### config.mk
export PLATFORM = sky130hd
export DESIGN_NAME = timer_counter
export DESIGN_NICKNAME = d
export VERILOG_FILES = /design/src/rtl/timer_counter.sv
export SDC_FILE = /design/constraint.sdc
export NUM_CORES = 1
export LEC_CHECK = 0
export ABC_CLOCK_PERIOD_IN_PS = 6900
export CAP_MARGIN = 15
export CORE_MARGIN = 4
export CORE_UTILIZATION = 55
export DETAILED_ROUTE_END_ITERATION = 10
export PLACE_DENSITY = 0.79
export SYNTH_ARGS = -nofsm -noshare
export SYNTH_HDL_FRONTEND = slang
export SYNTH_SLANG_ARGS = --single-unit
export TNS_END_PERCENT = 1
### constraint.sdc
create_clock -name clk -period 6.9 [get_ports clk]
set_input_delay 1.725 -clock clk [delete_from_list [all_inputs] [get_ports clk]]
set_output_delay 1.725 -clock clk [all_outputs]
set_load 0.01 [all_outputs]
### src/rtl/timer_counter.sv
// Memory-mapped programmable down-counter with interrupt (CTRL/PRESET/COUNT).
// Define TIMER_PRESCALE_EN to divide the count rate by PRESCALE.
module timer_counter #(
   parameter int unsigned PRESCALE = 1
) (
   input  logic        clk,
   input  logic        reset,
   input  logic [1:0]  addr,
   input  logic        we,
   input  logic [31:0] din,
   output logic [31:0] dout,
   output logic        irq
);

   localparam int unsigned DATA_W = 32;
   localparam int unsigned CTRL_W = 4;

   typedef enum logic [1:0] {
      IDLE = 2'd0,
      LOAD = 2'd1,
      CNT  = 2'd2,
      INT  = 2'd3
   } state_t;

   state_t              state, state_n;
   logic [CTRL_W-1:0]   ctrl, ctrl_n;
   logic [DATA_W-1:0]   preset, preset_n;
   logic [DATA_W-1:0]   count, count_n;
   logic                ir_flag, ir_flag_n;
   logic                tick;
   logic                en;
   logic                auto_reload;
   logic                im;

   assign en          = ctrl[0];
   assign auto_reload = (ctrl[2:1] == 2'b01);
   assign im          = ctrl[3];

`ifdef TIMER_PRESCALE_EN
   localparam int unsigned DIV_W = (PRESCALE > 1) ? $clog2(PRESCALE) : 1;
   localparam logic [DIV_W-1:0] DIV_MAX = DIV_W'(PRESCALE - 1);

   logic [DIV_W-1:0] div;

   assign tick = (div == DIV_MAX);

   // Divider only advances while actively counting; cleared everywhere else.
   always_ff @(posedge clk or posedge reset) begin
      if (reset)
         div <= '0;
      else if (state != CNT)
         div <= '0;
      else if (en)
         div <= tick ? '0 : div + DIV_W'(1);
   end
`else
   // PRESCALE is ignored here; any legal value makes this a constant 1.
   assign tick = (PRESCALE != 0);
`endif

   always_ff @(posedge clk or posedge reset) begin
      if (reset) begin
         state   <= IDLE;
         ctrl    <= '0;
         preset  <= '0;
         count   <= '0;
         ir_flag <= 1'b0;
      end else begin
         state   <= state_n;
         ctrl    <= ctrl_n;
         preset  <= preset_n;
         count   <= count_n;
         ir_flag <= ir_flag_n;
      end
   end

   // FSM step first, then bus writes so software wins same-edge conflicts.
   always_comb begin
      state_n   = state;
      ctrl_n    = ctrl;
      preset_n  = preset;
      count_n   = count;
      ir_flag_n = ir_flag;

      case (state)
         IDLE: begin
            if (en) state_n = LOAD;
         end
         LOAD: begin
            count_n = preset;
            state_n = CNT;
         end
         CNT: begin
            if (!en) begin
               state_n = IDLE;
            end else if (tick) begin
               if (count > DATA_W'(1)) begin
                  count_n = count - DATA_W'(1);
               end else begin
                  count_n   = '0;
                  ir_flag_n = 1'b1;
                  state_n   = INT;
               end
            end
         end
         INT: begin
            if (auto_reload) begin
               ir_flag_n = 1'b0;
               state_n   = LOAD;
            end else begin
               ctrl_n[0] = 1'b0;
               state_n   = IDLE;
            end
         end
         default: state_n = IDLE;
      endcase

      if (we) begin
         case (addr)
            2'd0: begin
               ctrl_n    = din[CTRL_W-1:0];
               ir_flag_n = 1'b0;
            end
            2'd1: begin
               preset_n  = din;
               ir_flag_n = 1'b0;
            end
            default: ;
         endcase
      end
   end

   always_comb begin
      dout = '0;
      case (addr)
         2'd0:    dout = {(DATA_W-CTRL_W)'(0), ctrl};
         2'd1:    dout = preset;
         2'd2:    dout = count;
         default: dout = '0;
      endcase
   end

   assign irq = ir_flag & im;

endmodule

==> run_summary.xml, run 1 <==
<?xml version="1.0" encoding="UTF-8"?>
<metrics>
  <group name="timing">
    <metric name="finClkSkew" unit="ps">7.43</metric>
    <metric name="period_needed" unit="ps">5430</metric>
    <metric name="grt_setup_unrepaired" unit="">no</metric>
    <metric name="setup-tns-final" unit="ps">0</metric>
    <metric name="slew-limit-headroom" unit="%">26.8</metric>
    <metric name="worstMarginPinSlew" unit="ps">1100</metric>
    <metric name="achievable-frequency" unit="GHz">0.184</metric>
    <metric name="number_of_max_slew_violations_in_the_final_report" unit="">0</metric>
    <metric name="min_period_over_period" unit="%">78.7</metric>
    <metric name="setup_viol_count_final" unit="">0</metric>
    <metric name="finalHoldViolations" unit="">0</metric>
  </group>
  <group name="power">
    <metric name="p_total" unit="mW">1.83</metric>
    <metric name="leakagePower" unit="nW">2.03</metric>
    <metric name="power_density" unit="mW/mm2">367</metric>
    <metric name="irDropWorstVdd" unit="mV">0.182</metric>
  </group>
  <group name="final_layout">
    <metric name="non_filler_instance_count_after_layout" unit="">572</metric>
    <metric name="post-route-cell-area" unit="mm2">0.00498</metric>
    <metric name="multi_input_area" unit="mm2">0.00208</metric>
    <metric name="antenna_cells_inserted" unit="">0</metric>
    <metric name="post_route_cells_drive_above_1_share" unit="%">15.0</metric>
    <metric name="synthToLayoutAreaGrowth" unit="%">22.3</metric>
    <metric name="regArea" unit="mm2">0.00178</metric>
    <metric name="final_nets" unit="">507</metric>
    <metric name="nFillCells" unit="">585</metric>
  </group>
  <group name="place">
    <metric name="dp_hpwl" unit="mm">6.88</metric>
    <metric name="post-place-cells" unit="">556</metric>
    <metric name="routability_congestion" unit="">0.895</metric>
    <metric name="count_of_input_and_output_buffers" unit="">69</metric>
    <metric name="placement.cell_area" unit="mm2">0.00479</metric>
  </group>
  <group name="floorplan">
    <metric name="die_width" unit="um">94.0</metric>
    <metric name="die_h" unit="um">94.0</metric>
    <metric name="dieArea" unit="mm2">0.00884</metric>
    <metric name="initial_core_utilization" unit="%">56.4</metric>
    <metric name="fp-row-count" unit="">31</metric>
    <metric name="design.portCount" unit="">70</metric>
    <metric name="core_region_area" unit="mm2">0.00721</metric>
  </group>
  <group name="routing">
    <metric name="drcViolationCount" unit="">0</metric>
    <metric name="routed_wirelength" unit="mm">10.3</metric>
    <metric name="first_iter_violations" unit="">261</metric>
    <metric name="route.vias.total" unit="">3598</metric>
    <metric name="route.detailed.vias_per_inst" unit="">6.29</metric>
    <metric name="detail_route.first_pass.iterations" unit="">5</metric>
    <metric name="routedWlPerCell" unit="um">18.0</metric>
    <metric name="residual_antenna_violating_net_count_after_detailed_routing" unit="">0</metric>
  </group>
  <group name="clocking">
    <metric name="cts.sinks" unit="">71</metric>
    <metric name="cts_tree" unit="">built</metric>
    <metric name="clkTransAtPathRegs" unit="ps">80</metric>
    <metric name="clock_tree_buffer_depth" unit="">2</metric>
    <metric name="cts.hold.buffers_added" unit="">0</metric>
    <metric name="postCtsResizedCells" unit="">0</metric>
    <metric name="worstSkewPairLatency" unit="ps">340</metric>
    <metric name="htree_levels" unit="">3</metric>
    <metric name="postCtsSetupBuffers" unit="">0</metric>
    <metric name="cts.root.buffer_cell" unit="">sky130_fd_sc_hd__clkbuf_8</metric>
    <metric name="cts-buffers-inserted" unit="">9</metric>
  </group>
  <group name="hold_path">
    <metric name="hold_path.class" unit="">reg -&gt; reg</metric>
  </group>
  <group name="synthesis">
    <metric name="synth.largest_area_cell" unit="">sky130_fd_sc_hd__dfrtp_1</metric>
    <metric name="ys_dominant_reg_cell" unit="">sky130_fd_sc_hd__dfrtp_1</metric>
    <metric name="postSynthCellCount" unit="">408</metric>
    <metric name="synth_sequential_area_ratio" unit="%">43.6</metric>
    <metric name="post_synth_most_frequent_cells" unit="">71 x sky130_fd_sc_hd__dfrtp_1, 43 x sky130_fd_sc_hd__nand2_1, 35 x sky130_fd_sc_hd__mux2_2</metric>
    <metric name="postSynthRegisterBits" unit="">71</metric>
    <metric name="synth_top_area_share" unit="%">43.6</metric>
    <metric name="ys_async_sr_fraction" unit="%">100</metric>
    <metric name="most_frequent_cell_after_synthesis" unit="">sky130_fd_sc_hd__dfrtp_1</metric>
    <metric name="synth_warnings" unit="">0</metric>
    <metric name="number_of_synthesized_flops_with_an_enable_pin" unit="">0</metric>
    <metric name="yosys.cell_types.count" unit="">57</metric>
    <metric name="synthesis.nets" unit="">447</metric>
    <metric name="syn_area_per_cell" unit="um2">9.98</metric>
    <metric name="synth_top_cells_by_area" unit="">sky130_fd_sc_hd__dfrtp_1 44%, sky130_fd_sc_hd__mux2_2 9.7%, sky130_fd_sc_hd__a22o_1 6.0%</metric>
    <metric name="syn-cell-area" unit="mm2">0.00407</metric>
  </group>
  <group name="job">
    <metric name="max_cap_violations" unit="">0</metric>
  </group>
  <group name="outcome">
    <metric name="run_status" unit="">complete, no violations</metric>
  </group>
  <group name="setup_path">
    <metric name="worst_setup_start_kind" unit="">input pin</metric>
    <metric name="worst-endpoint-arrival" unit="ps">3710</metric>
    <metric name="cp_max_fo" unit="">28</metric>
    <metric name="critPathRequiredTime" unit="ps">5180</metric>
    <metric name="timing_worst_setup_path_type" unit="">in -&gt; out</metric>
    <metric name="setup.worst_path.end_class" unit="">output pin</metric>
  </group>
  <group name="global_route">
    <metric name="number_of_global_route_vias_before_repair" unit="">3549</metric>
    <metric name="grt_antenna_before_repair" unit="">0</metric>
    <metric name="globalRoute.totalOverflow" unit="">0</metric>
    <metric name="grt_usage" unit="%">24.3</metric>
    <metric name="grt_first_pass_wirelength" unit="mm">17.2</metric>
    <metric name="grt_start_max_net_pins" unit="">72</metric>
  </group>
</metrics>
-- state kept, by name, summed over array words and instances, names as in the netlist --
name / flops
state: 2
preset: 32
ir_flag: 1
ctrl: 4
count: 32
-- critical path, stage by stage --
cell                              delay [ps]
sky130_fd_sc_hd__clkdlybuf4s50_1         670
sky130_fd_sc_hd__inv_1                   110
sky130_fd_sc_hd__nor2_2                   90
sky130_fd_sc_hd__buf_4                   310
sky130_fd_sc_hd__a22o_1                  220
sky130_fd_sc_hd__clkdlybuf4s50_1         540
-- layer usage --
layer  vias up  wire length (um)  track usage [%]  part of all wire, %
li1       1672                 -                -                    -
met1      1759              4540             33.8                   44
met2       141              4880             38.3                   47
met3        26               673             3.93                  6.5
met4         0               198             9.15                  1.9
met5         -                 0                0                    0
-- cells in the final DEF, fill, tap and decap left out, types with 3 or more instances in the layout --
cell / count
sky130_fd_sc_hd__a21oi_1: 15
sky130_fd_sc_hd__a22o_1: 28
sky130_fd_sc_hd__a22oi_1: 9
sky130_fd_sc_hd__a311o_1: 4
sky130_fd_sc_hd__a31oi_1: 3
sky130_fd_sc_hd__a32oi_1: 8
sky130_fd_sc_hd__and2_1: 4
sky130_fd_sc_hd__and3_1: 3
sky130_fd_sc_hd__buf_4: 8
sky130_fd_sc_hd__clkbuf_1: 3
sky130_fd_sc_hd__clkbuf_8: 10
sky130_fd_sc_hd__clkdlybuf4s50_1: 69
sky130_fd_sc_hd__dfrtp_1: 71
sky130_fd_sc_hd__inv_1: 13
sky130_fd_sc_hd__mux2_2: 35
sky130_fd_sc_hd__mux2i_1: 5
sky130_fd_sc_hd__nand2_1: 43
sky130_fd_sc_hd__nand2b_1: 3
sky130_fd_sc_hd__nand3_1: 17
sky130_fd_sc_hd__nand4_1: 3
sky130_fd_sc_hd__nor2_1: 16
sky130_fd_sc_hd__nor2b_1: 3
sky130_fd_sc_hd__nor3_1: 7
sky130_fd_sc_hd__nor3b_1: 3
sky130_fd_sc_hd__nor4_1: 10
sky130_fd_sc_hd__o211ai_1: 3
sky130_fd_sc_hd__o21ai_0: 19
sky130_fd_sc_hd__o221ai_1: 5
sky130_fd_sc_hd__o22ai_1: 6
sky130_fd_sc_hd__o31ai_1: 5
sky130_fd_sc_hd__or4_1: 4
-- area by class of cell --
| type | count | share of cell area (%) |
|---|---|---|
| Clock buffer | 13 | 2.99 |
| Sequential cell | 71 | 35.7 |
| Inverter | 14 | 1.06 |
| Multi-Input combinational cell | 295 | 41.9 |
| Tap cell | 99 | 2.49 |
| Clock inverter | 3 | 0.854 |
| Timing Repair Buffer | 77 | 15.1 |
-- power by group --
group          internal (mW)  switching [mW]
sequential             0.557           0.194
combinational          0.346           0.399
clock                  0.177           0.152
total                   1.08           0.746
-- metrics by stage --
step                hold slack [ps]  setup slack [ps]  utilization [%]
global placement                506              1520             66.4
CTS                             537              1490             69.0
global route                    556              1310             69.0
floorplan                       470              2210                -
finish                          533              1470             69.0
detailed placement              520              1490             66.4
-- worst paths after layout --
kind	startpoint	end	slack, ps	cells after the start
max reg2reg	count[22]	count[30]	3930	6
min	ctrl[3]	ctrl[3]	530	1
min reg2reg	ctrl[3]	ctrl[3]	530	1
min in group asynchronous	reset	preset[8]	1980	3
max in group asynchronous	reset	preset[12]	4340	3
max	addr[1]	dout[20]	1470	6
-- cell families (layout without fill, tap and decap cells) --
family / Yosys count / count (layout) / share of synthesized area, %
compound gates: 122 / 122 / 22.0
fa+ha+maj: 2 / 2 / 0.615
mux: 40 / 40 / 10.9
buf+inv: 42 / 107 / 5.56
simple gates: 131 / 131 / 17.3
flops: 71 / 71 / 43.6
(Power assumes the default switching activity.)
==> run 2: changes to the inputs <==
--- a/config.mk
+++ b/config.mk
@@ -5,12 +5,12 @@
 export SDC_FILE = /design/constraint.sdc
 export NUM_CORES = 1
 export LEC_CHECK = 0
-export ABC_CLOCK_PERIOD_IN_PS = 6900
+export ABC_CLOCK_PERIOD_IN_PS = 4800
 export CAP_MARGIN = 15
 export CORE_MARGIN = 4
-export CORE_UTILIZATION = 55
+export CORE_UTILIZATION = 48
 export DETAILED_ROUTE_END_ITERATION = 10
-export PLACE_DENSITY = 0.79
+export PLACE_DENSITY = 0.73
 export SYNTH_ARGS = -nofsm -noshare
 export SYNTH_HDL_FRONTEND = slang
 export SYNTH_SLANG_ARGS = --single-unit
==> constraint.sdc (replaced) <==
create_clock -name clk -period 4.8 [get_ports clk]
set_input_delay 1.2 -clock clk [delete_from_list [all_inputs] [get_ports clk]]
set_output_delay 1.2 -clock clk [all_outputs]
set_load 0.01 [all_outputs]
==> run_summary.xml, run 2 (synthesis results as in run 1) <==
<?xml version="1.0" encoding="UTF-8"?>
<metrics>
  <group name="setup_path">
    <metric name="ff2ff_path_depth" unit="">6</metric>
    <metric name="setup.worst_path.end_class" unit="">output pin</metric>
    <metric name="worst-endpoint-arrival" unit="ps">3170</metric>
    <metric name="cp_slowest_stage_delay" unit="ps">670</metric>
    <metric name="reg2reg_slack" unit="ps">1780</metric>
    <metric name="cp_top_family" unit="">buffers and inverters</metric>
    <metric name="worst_setup_start_kind" unit="">input pin</metric>
    <metric name="worstReg2RegStart" unit="">count[22]</metric>
    <metric name="worst_path_max_delay_cell" unit="">sky130_fd_sc_hd__clkdlybuf4s50_1</metric>
    <metric name="timing.critical_path.cells" unit="">clkdlybuf4s50_1 -&gt; inv_1 -&gt; nor2_2 -&gt; buf_4 -&gt; a22o_1 -&gt; clkdlybuf4s50_1</metric>
    <metric name="critPathMostFrequentCell" unit="">sky130_fd_sc_hd__clkdlybuf4s50_1</metric>
    <metric name="timing_worst_setup_path_type" unit="">in -&gt; out</metric>
    <metric name="r2r_end" unit="">count[30]</metric>
    <metric name="cp_max_fo" unit="">28</metric>
    <metric name="critPathBufInv" unit="">4</metric>
    <metric name="critPathRequiredTime" unit="ps">3600</metric>
  </group>
  <group name="final_layout">
    <metric name="final_nets" unit="">509</metric>
    <metric name="mostFrequentLayoutCells" unit="">71 x sky130_fd_sc_hd__dfrtp_1, 69 x sky130_fd_sc_hd__clkdlybuf4s50_1, 43 x sky130_fd_sc_hd__nand2_1, 35 x sky130_fd_sc_hd__mux2_2, 28 x sky130_fd_sc_hd__a22o_1</metric>
    <metric name="post_route_cells_drive_above_1_share" unit="%">15.6</metric>
    <metric name="regArea" unit="mm2">0.00178</metric>
    <metric name="nFillCells" unit="">683</metric>
    <metric name="layout.cells.most_common" unit="">sky130_fd_sc_hd__dfrtp_1</metric>
    <metric name="antenna_cells_inserted" unit="">0</metric>
    <metric name="largestRegisters" unit="">count (32), preset (32), ctrl (4)</metric>
    <metric name="synthToLayoutAreaGrowth" unit="%">23.1</metric>
    <metric name="multi_input_area" unit="mm2">0.00208</metric>
  </group>
  <group name="power">
    <metric name="p_total" unit="mW">2.59</metric>
    <metric name="irDropWorstVdd" unit="mV">0.224</metric>
    <metric name="power_density" unit="mW/mm2">518</metric>
    <metric name="leakagePower" unit="nW">2.04</metric>
  </group>
  <group name="global_route">
    <metric name="grt_start_max_net_pins" unit="">54</metric>
    <metric name="grt_usage" unit="%">21.6</metric>
    <metric name="number_of_global_route_vias_before_repair" unit="">3547</metric>
    <metric name="grt_first_pass_wirelength" unit="mm">17.5</metric>
    <metric name="globalRoute.totalOverflow" unit="">0</metric>
    <metric name="grt_antenna_before_repair" unit="">0</metric>
  </group>
  <group name="timing">
    <metric name="setup_viol_count_final" unit="">0</metric>
    <metric name="setup-tns-final" unit="ps">0</metric>
    <metric name="achievable-frequency" unit="GHz">0.229</metric>
    <metric name="finalHoldViolations" unit="">0</metric>
    <metric name="grt_setup_unrepaired" unit="">no</metric>
    <metric name="finClkSkew" unit="ps">11.6</metric>
    <metric name="number_of_max_slew_violations_in_the_final_report" unit="">0</metric>
    <metric name="min_period_over_period" unit="%">91.0</metric>
    <metric name="worstMarginPinSlew" unit="ps">824</metric>
    <metric name="period_needed" unit="ps">4370</metric>
    <metric name="slew-limit-headroom" unit="%">45.0</metric>
    <metric name="setup_ws" unit="ps">433</metric>
  </group>
  <group name="clocking">
    <metric name="worstSkewPairLatency" unit="ps">360</metric>
    <metric name="cts-buffers-inserted" unit="">9</metric>
    <metric name="htree_levels" unit="">3</metric>
    <metric name="clock_tree_buffer_depth" unit="">2</metric>
    <metric name="clkTransAtPathRegs" unit="ps">70</metric>
    <metric name="cts.sinks" unit="">71</metric>
    <metric name="cts.root.buffer_cell" unit="">sky130_fd_sc_hd__clkbuf_8</metric>
    <metric name="cts.hold.buffers_added" unit="">0</metric>
    <metric name="postCtsResizedCells" unit="">0</metric>
    <metric name="postCtsSetupBuffers" unit="">0</metric>
    <metric name="cts_tree" unit="">built</metric>
  </group>
  <group name="floorplan">
    <metric name="die_h" unit="um">100</metric>
    <metric name="die_width" unit="um">100</metric>
    <metric name="fp-row-count" unit="">33</metric>
    <metric name="core_region_area" unit="mm2">0.00822</metric>
    <metric name="dieArea" unit="mm2">0.0100</metric>
    <metric name="design.portCount" unit="">70</metric>
    <metric name="initial_core_utilization" unit="%">49.6</metric>
  </group>
  <group name="outcome">
    <metric name="run_status" unit="">complete, no violations</metric>
  </group>
  <group name="hold_path">
    <metric name="worstHoldStart" unit="">preset[31]</metric>
    <metric name="hold_path_depth" unit="">2</metric>
    <metric name="hold_path.class" unit="">reg -&gt; reg</metric>
    <metric name="holdPathEnd" unit="">count[31]</metric>
  </group>
  <group name="routing">
    <metric name="detail_route.first_pass.iterations" unit="">5</metric>
    <metric name="first_iter_violations" unit="">234</metric>
    <metric name="drcViolationCount" unit="">0</metric>
    <metric name="route.vias.total" unit="">3615</metric>
    <metric name="routed_wirelength" unit="mm">10.3</metric>
    <metric name="routedWlPerCell" unit="um">17.8</metric>
    <metric name="residual_antenna_violating_net_count_after_detailed_routing" unit="">0</metric>
    <metric name="route.detailed.vias_per_inst" unit="">6.23</metric>
  </group>
  <group name="place">
    <metric name="dp_hpwl" unit="mm">6.99</metric>
    <metric name="count_of_input_and_output_buffers" unit="">69</metric>
    <metric name="routability_congestion" unit="">0.836</metric>
    <metric name="preCtsSetupSlack" unit="ps">433</metric>
  </group>
  <group name="job">
    <metric name="max_cap_violations" unit="">0</metric>
  </group>
</metrics>
==> run 2: cell types whose count changed in the layout (fill, tap and decap cells not counted) <==
cell,delta
sky130_fd_sc_hd__clkbuf_8,+1
sky130_fd_sc_hd__clkbuf_1,-1
sky130_fd_sc_hd__bufinv_16,-1
sky130_fd_sc_hd__buf_12,+2
sky130_fd_sc_hd__clkinv_2,+1
==> run 2: worst max-delay path by stage <==
stage	startpoint	endpoint	cells after the start
floorplan	addr[1]	dout[10]	5
global placement	addr[1]	dout[7]	6
detailed placement	addr[1]	dout[9]	6
CTS	addr[1]	dout[9]	6
global route	addr[0]	dout[1]	6
finish	addr[1]	dout[9]	6
==> run 2: cell type report <==
type	instances	share of cell area (%)
multi-input combinational	295	41.6
sequential	71	35.4
timing repair buffer	79	15.8
clock buffer	13	3.17
tap	105	2.62
inverter	14	1.05
clock inverter	3	0.349
==> run 2: power by group <==
part	switching, mW	leakage [nW]	internal, mW
Sequential	0.275	0.858	0.801
Clock	0.230	0.0894	0.215
Combinational	0.570	1.09	0.504
Total	1.07	2.04	1.52
==> run 2: routing by layer <==
metal / GRT usage, % / share of wire [%] / wire (um)
met2: 33.2 / 47 / 4820
met4: 8.39 / 1.4 / 147
met3: 4.03 / 5.7 / 585
met5: 0 / 0 / 0
met1: 30.4 / 46 / 4780
==> run 2: worst min-delay path, stage by stage, from the launching register on <==
cell and delay [ps]:
sky130_fd_sc_hd__dfrtp_1 360, sky130_fd_sc_hd__nand2_1 50, sky130_fd_sc_hd__o21ai_1 70
==> run 2: through the flow <==
stage / cell area, um2 / instances / util, % / hold slack, ps
finish: 5010 / 580 / 61.0 / 529
global route: 5010 / 580 / 61.0 / 556
CTS: 4990 / 579 / 60.8 / 532
detailed placement: 4820 / 563 / 58.6 / 519
global placement: 4820 / 563 / 58.6 / 503
floorplan: 4070 / 408 / - / 470
